**src/rtl/vx_decode_pkg.sv**
```systemverilog
// Shared helpers for the decode-to-issue flow control: credit counter width,
// warp-id width and the warp-to-issue-slot mapping.
package vx_decode_pkg;

  // Bits needed to hold a credit count in the range 0..ibuf_size.
  function automatic int calc_cw(input int ibuf_size);
    if (ibuf_size < 1) begin
      return 1;
    end
    return $clog2(ibuf_size + 1);
  endfunction

  // Width of a warp id; never narrower than one bit.
  function automatic int calc_nw_width(input int num_warps);
    if (num_warps > 1) begin
      return $clog2(num_warps);
    end
    return 1;
  endfunction

  // Width of an issue-slot index; never narrower than one bit.
  function automatic int calc_sw(input int issue_width);
    if (issue_width > 1) begin
      return $clog2(issue_width);
    end
    return 1;
  endfunction

  // Issue slot owning a warp: wid modulo the slot count (the low wid bits
  // for a power-of-two slot count); a single slot owns every warp.
  function automatic int unsigned wid_to_slot(input int unsigned wid,
                                              input int unsigned issue_width);
    if (issue_width <= 1) begin
      return 0;
    end
    return wid % issue_width;
  endfunction

endpackage

```
**src/rtl/vx_credit_counter.sv**
```systemverilog
// Credit counter for one issue slot. Starts full, counts down on dec and up
// on inc, and latches overflow_err if a return arrives while already full.
module vx_credit_counter
  import vx_decode_pkg::*;
#(
  parameter int MAX_CREDITS = 4,
  localparam int CW = calc_cw(MAX_CREDITS)
) (
  input  logic          clk,
  input  logic          reset_n,
  input  logic          inc,
  input  logic          dec,
  output logic [CW-1:0] count,
  output logic          overflow_err
);

  localparam logic [CW-1:0] MAX_C = CW'(MAX_CREDITS);
  localparam logic [CW-1:0] ONE_C = CW'(1);

  logic [CW-1:0] count_reg;
  logic [CW-1:0] count_next;
  logic          err_reg;
  logic          err_next;

  // Next count: a simultaneous take and return cancel; a return while full
  // is dropped and flagged instead of wrapping. dec is only raised when the
  // count is non-zero, so the decrement cannot underflow.
  always_comb begin
    count_next = count_reg;
    err_next   = err_reg;
    if (dec && !inc) begin
      count_next = count_reg - ONE_C;
    end else if (inc && !dec) begin
      if (count_reg == MAX_C) begin
        err_next = 1'b1;
      end else begin
        count_next = count_reg + ONE_C;
      end
    end
  end

  // Counter and sticky error state; reset refills the slot.
  always_ff @(posedge clk or negedge reset_n) begin
    if (!reset_n) begin
      count_reg <= MAX_C;
      err_reg   <= 1'b0;
    end else begin
      count_reg <= count_next;
      err_reg   <= err_next;
    end
  end

  assign count        = count_reg;
  assign overflow_err = err_reg;

endmodule

```
**src/rtl/vx_decode_credit_ctrl.sv**
```systemverilog
// Decode-side flow controller: one output register toward the per-slot
// instruction buffers plus one credit counter per issue slot. An instruction
// is taken only when its slot still has a free buffer entry; the entry is
// reserved at accept time, so the held instruction already owns its space.
module vx_decode_credit_ctrl
  import vx_decode_pkg::*;
#(
  parameter int ISSUE_WIDTH = 4,
  parameter int NUM_WARPS   = 16,
  parameter int IBUF_SIZE   = 4,
  parameter int DATAW       = 128,
  localparam int NW_WIDTH   = calc_nw_width(NUM_WARPS),
  localparam int CW         = calc_cw(IBUF_SIZE)
) (
  input  logic                      clk,
  input  logic                      reset_n,
  input  logic                      in_valid,
  input  logic [NW_WIDTH-1:0]       in_wid,
  input  logic [DATAW-1:0]          in_data,
  output logic                      in_ready,
  output logic                      out_valid,
  output logic [NW_WIDTH-1:0]       out_wid,
  output logic [DATAW-1:0]          out_data,
  input  logic                      out_ready,
  input  logic [ISSUE_WIDTH-1:0]    ibuf_pop,
  output logic [ISSUE_WIDTH*CW-1:0] credits,
  output logic                      credit_err
);

  localparam int SW = calc_sw(ISSUE_WIDTH);

  logic [SW-1:0]          slot_in;
  logic [CW-1:0]          credit_cnt [ISSUE_WIDTH];
  logic [ISSUE_WIDTH-1:0] dec_vec;
  logic [ISSUE_WIDTH-1:0] err_vec;
  logic                   credit_avail;
  logic                   out_free;
  logic                   accept;

  logic                   out_valid_reg;
  logic                   out_valid_next;
  logic [NW_WIDTH-1:0]    out_wid_reg;
  logic [NW_WIDTH-1:0]    out_wid_next;
  logic [DATAW-1:0]       out_data_reg;
  logic [DATAW-1:0]       out_data_next;

  assign slot_in = SW'(wid_to_slot(32'(in_wid), ISSUE_WIDTH));

  // Readiness depends only on register space and the target slot's credit,
  // never on in_valid, so the upstream stage can use it without a loop.
  assign credit_avail = (credit_cnt[slot_in] != '0);
  assign out_free     = !out_valid_reg || out_ready;
  assign in_ready     = out_free && credit_avail;
  assign accept       = in_valid && in_ready;

  // One credit counter per slot; the slot being written this cycle takes a
  // credit, the buffer's pop strobe gives one back.
  generate
    for (genvar gi = 0; gi < ISSUE_WIDTH; gi++) begin : g_slot
      assign dec_vec[gi] = accept && (slot_in == SW'(gi));

      vx_credit_counter #(
        .MAX_CREDITS (IBUF_SIZE)
      ) u_credit (
        .clk          (clk),
        .reset_n      (reset_n),
        .inc          (ibuf_pop[gi]),
        .dec          (dec_vec[gi]),
        .count        (credit_cnt[gi]),
        .overflow_err (err_vec[gi])
      );

      assign credits[gi*CW +: CW] = credit_cnt[gi];
    end
  endgenerate

  // Any slot's sticky overflow makes the whole block's error sticky.
  assign credit_err = |err_vec;

  // Output register next state: capture on accept (including the
  // pass-through case where the old value leaves the same cycle), drop valid
  // once the buffer takes it, otherwise hold.
  always_comb begin
    out_valid_next = out_valid_reg;
    out_wid_next   = out_wid_reg;
    out_data_next  = out_data_reg;
    if (accept) begin
      out_valid_next = 1'b1;
      out_wid_next   = in_wid;
      out_data_next  = in_data;
    end else if (out_ready) begin
      out_valid_next = 1'b0;
    end
  end

  // Output register; reset discards any held instruction.
  always_ff @(posedge clk or negedge reset_n) begin
    if (!reset_n) begin
      out_valid_reg <= 1'b0;
      out_wid_reg   <= '0;
      out_data_reg  <= '0;
    end else begin
      out_valid_reg <= out_valid_next;
      out_wid_reg   <= out_wid_next;
      out_data_reg  <= out_data_next;
    end
  end

  assign out_valid = out_valid_reg;
  assign out_wid   = out_wid_reg;
  assign out_data  = out_data_reg;

endmodule

```
**config.mk**
```make
export PLATFORM = sky130hd
export DESIGN_NAME = vx_decode_credit_ctrl
export DESIGN_NICKNAME = d
export VERILOG_FILES = /design/src/rtl/vx_decode_pkg.sv /design/src/rtl/vx_credit_counter.sv /design/src/rtl/vx_decode_credit_ctrl.sv
export SDC_FILE = /design/constraint.sdc
export NUM_CORES = 1
export LEC_CHECK = 0
export CAP_MARGIN = 40
export CORE_MARGIN = 3
export CORE_UTILIZATION = 40
export DETAILED_ROUTE_END_ITERATION = 6
export GPL_ROUTABILITY_DRIVEN = 0
export PLACE_DENSITY_LB_ADDON = 0.08
export SYNTH_ARGS = -nofsm -noshare
export SYNTH_HDL_FRONTEND = slang
export SYNTH_HIERARCHICAL = 1
export SYNTH_SLANG_ARGS = --single-unit
```
**constraint.sdc**
```tcl
create_clock -name clk -period 5.5 [get_ports clk]
set_clock_uncertainty 0.2 [all_clocks]
set_input_delay 1.1 -clock clk [delete_from_list [all_inputs] [get_ports clk]]
set_output_delay 1.1 -clock clk [all_outputs]
set_load 0.05 [all_outputs]
```
==> flow_summary.yaml <==
yosys:
  syn_area_sq_um: 6145
  yosysTopAreaCellShare_pct: 59.05
  async_flop_share_pct: 100.0
  yosys_register_bits: 149
  synth_edf_count: 0
  synth.top_cells.by_area: "dfrtp_1 59%, mux2_2 14%, mux2_1 10%"
  synth_cell_types: 42
  ys_seq_area_share_pct: 60.76
  ys_warn_count: 6
  synth.net_count: 556
  synth_cells: 404
  yosys.area.top_type: "dfrtp_1"
  ys.flop_type: "dfrtp_1"
  avgSynthCellArea_sq_um: 15.21
power:
  p_leak_nw: 4.103
  peakVddDrop_uv: 325.1
  total_power_mw: 6.353
  power.density_nw_per_um2: 646.0
global_routing:
  grt_max_degree: 95
  grt_first_pass_wirelength_um: 24670
  grt_overflow: 0
  grt_pass1_vias: 4555
  antenna_found_initial: 0
  gr-usage-all-layers_pct: 19.29
cells_and_area:
  fin_nets: 852
  layout_common_cells: "285 x clkdlybuf4s50_1, 145 x dfrtp_1, 74 x mux2_2"
  syn_to_final_growth_pct: 60.05
  largest_reg_flops: 128
  layout_commonest_cell: "clkdlybuf4s50_1"
  final_core_util_pct: 66.66
  drive_above_1_share_pct: 17.42
run:
  maxCapViolCount: 0
cts:
  max-clock-path-buffers: 2
  post_cts_buffers: 0
  cts_buffers: 17
  cts_root_buffer: "clkbuf_16"
  cts_sinks: 149
  clk_latency_ns: 0.42
  h-tree-depth: 4
  ctsResizeCount: 0
  clkTransAtPathRegs_ns: 0.06
  hold_buffers: 0
  cts_tree: "done"
sta:
  post-route-period-util_pct: 81.25
  rsz0062_at_grt: "no"
  post-route-min-period_ns: 4.469
  hold_viol: 0
  max_freq_mhz: 223.8
  maxSlewHeadroom_pct: 55.02
  setup_viol: 0
  fin_setup_tns_ns: 0
  worstMarginPinSlew_ns: 0.6748
  drv_slew: 0
worst_setup_path:
  r2r_start: "g_slot[3].u_credit/count[2]"
  arrival_ns: 3.17
  crit_required_ns: 4.20
  r2r_end: "g_slot[2].u_credit/count[2]"
  end_kind: "output pin"
  rr_worst_depth: 10
  ff2ff_setup_slack_ns: 2.66
  start_kind: "input pin"
  cp_max_fo: 9
  critPathKind: "input pin to output pin"
floorplanning:
  die_h_um: 129.9
  dieArea_sq_um: 16880
  fp.dieW_um: 129.9
  start_util_pct: 41.65
  core_sq_um: 14750
  rows: 44
  num_io_pins: 287
hold_path:
  holdCritPathClass: "input pin to async pin"
placed_design:
  port_buffers: 286
  place_hpwl_um: 12260
drt:
  dr.pass1.iters: 4
  wl_per_cell_um: 18.03
  initialDrtViolationCount: 141
  remaining_drc_errors: 0
  vias: 4417
  final_antenna_net_count: 0
  vias_per_cell: 4.924
  drt-total-wl_um: 16180
run_status:
  status: "finished, final reports clean"
-- final cells by class --
class,instances,area (sq um)
Clock buffer,24,511.7
Tap cell,184,230.2
Antenna cell,1,2.502
Clock inverter,7,117.6
Sequential cell,149,3734
Timing Repair Buffer,291,2942
Inverter,27,101.3
Fill cell,1112,4920
Multi-Input combinational cell,214,2196
-- power breakdown --
group	leakage, nW	internal, mW	switching, mW
registers	1.73	1.55	0.284
logic	2.07	1.20	2.11
clock network	0.301	0.783	0.425
total	4.10	3.53	2.82
-- worst max-delay path, cell delays in order --
cell	delay, ns
clkdlybuf4s50_1	0.56
nor4b_4	0.21
nor3b_2	0.32
o21a_1	0.18
clkdlybuf4s50_1	0.79
-- metal layers --
layer	part of all wire, %	track usage (%)	wire [um]	up-vias
met5	0	0	0	-
met4	2.8	8.007	453	0
met3	8.6	7.450	1383	33
met2	52	33.36	8343	176
met1	37	21.32	5995	2176
li1	-	-	-	2032
-- through the flow --
step | std cells | instance area [sq um] | hold WS, ns | setup slack (ns)
after detailed placement | 865 | 9203 | 0.2520 | 1.027
after global routing | 896 | 9832 | 0.2444 | 0.9274
final | 897 | 9834 | 0.2660 | 1.031
after floorplan | 404 | 6145 | 0.2287 | 2.068
after global placement | 863 | 9148 | 0.2505 | 1.075
after CTS | 896 | 9832 | 0.2408 | 1.015
-- cells by family (layout without fill, tap and decap cells) --
kind of cell | Yosys count | in the layout | synth area share (%)
flip-flops | 149 | 149 | 60.76
multiplexers | 131 | 131 | 24.01
buffers and inverters | 41 | 349 | 3.502
AO/OA/AOI/OAI | 36 | 36 | 4.419
AND/OR/NAND/NOR | 35 | 35 | 4.378
adder cells (fa/ha/maj) | 12 | 12 | 2.932
other | 0 | 1 | 0
-- cells in the mapped netlist (2+ instances only) --
cell type  instances
dfrtp_1          145
mux2_2            74
mux2_1            57
inv_1             27
ha_1               8
a21oi_1            7
buf_2              7
buf_6              7
nand2b_1           5
nor2_1             5
a21o_1             4
a311oi_1           4
dfstp_2            4
fa_1               4
o2111ai_1          4
o21ai_1            4
a31o_2             3
nand3b_1           3
nor4b_1            3
o211ai_1           3
or3b_1             3
and3b_1            2
nor3_1             2
-- worst max path at each step --
stage	from	end	slack [ns]
finish	in_wid[1]	in_ready	1.03
detailed placement	in_wid[1]	in_ready	1.03
floorplan	in_wid[1]	g_slot[2].u_credit/count[2]	2.07
CTS	in_wid[1]	in_ready	1.01
global route	in_wid[1]	in_ready	0.93
global placement	in_wid[1]	in_ready	1.07
Note: power is estimated with default switching activity, not from simulation.
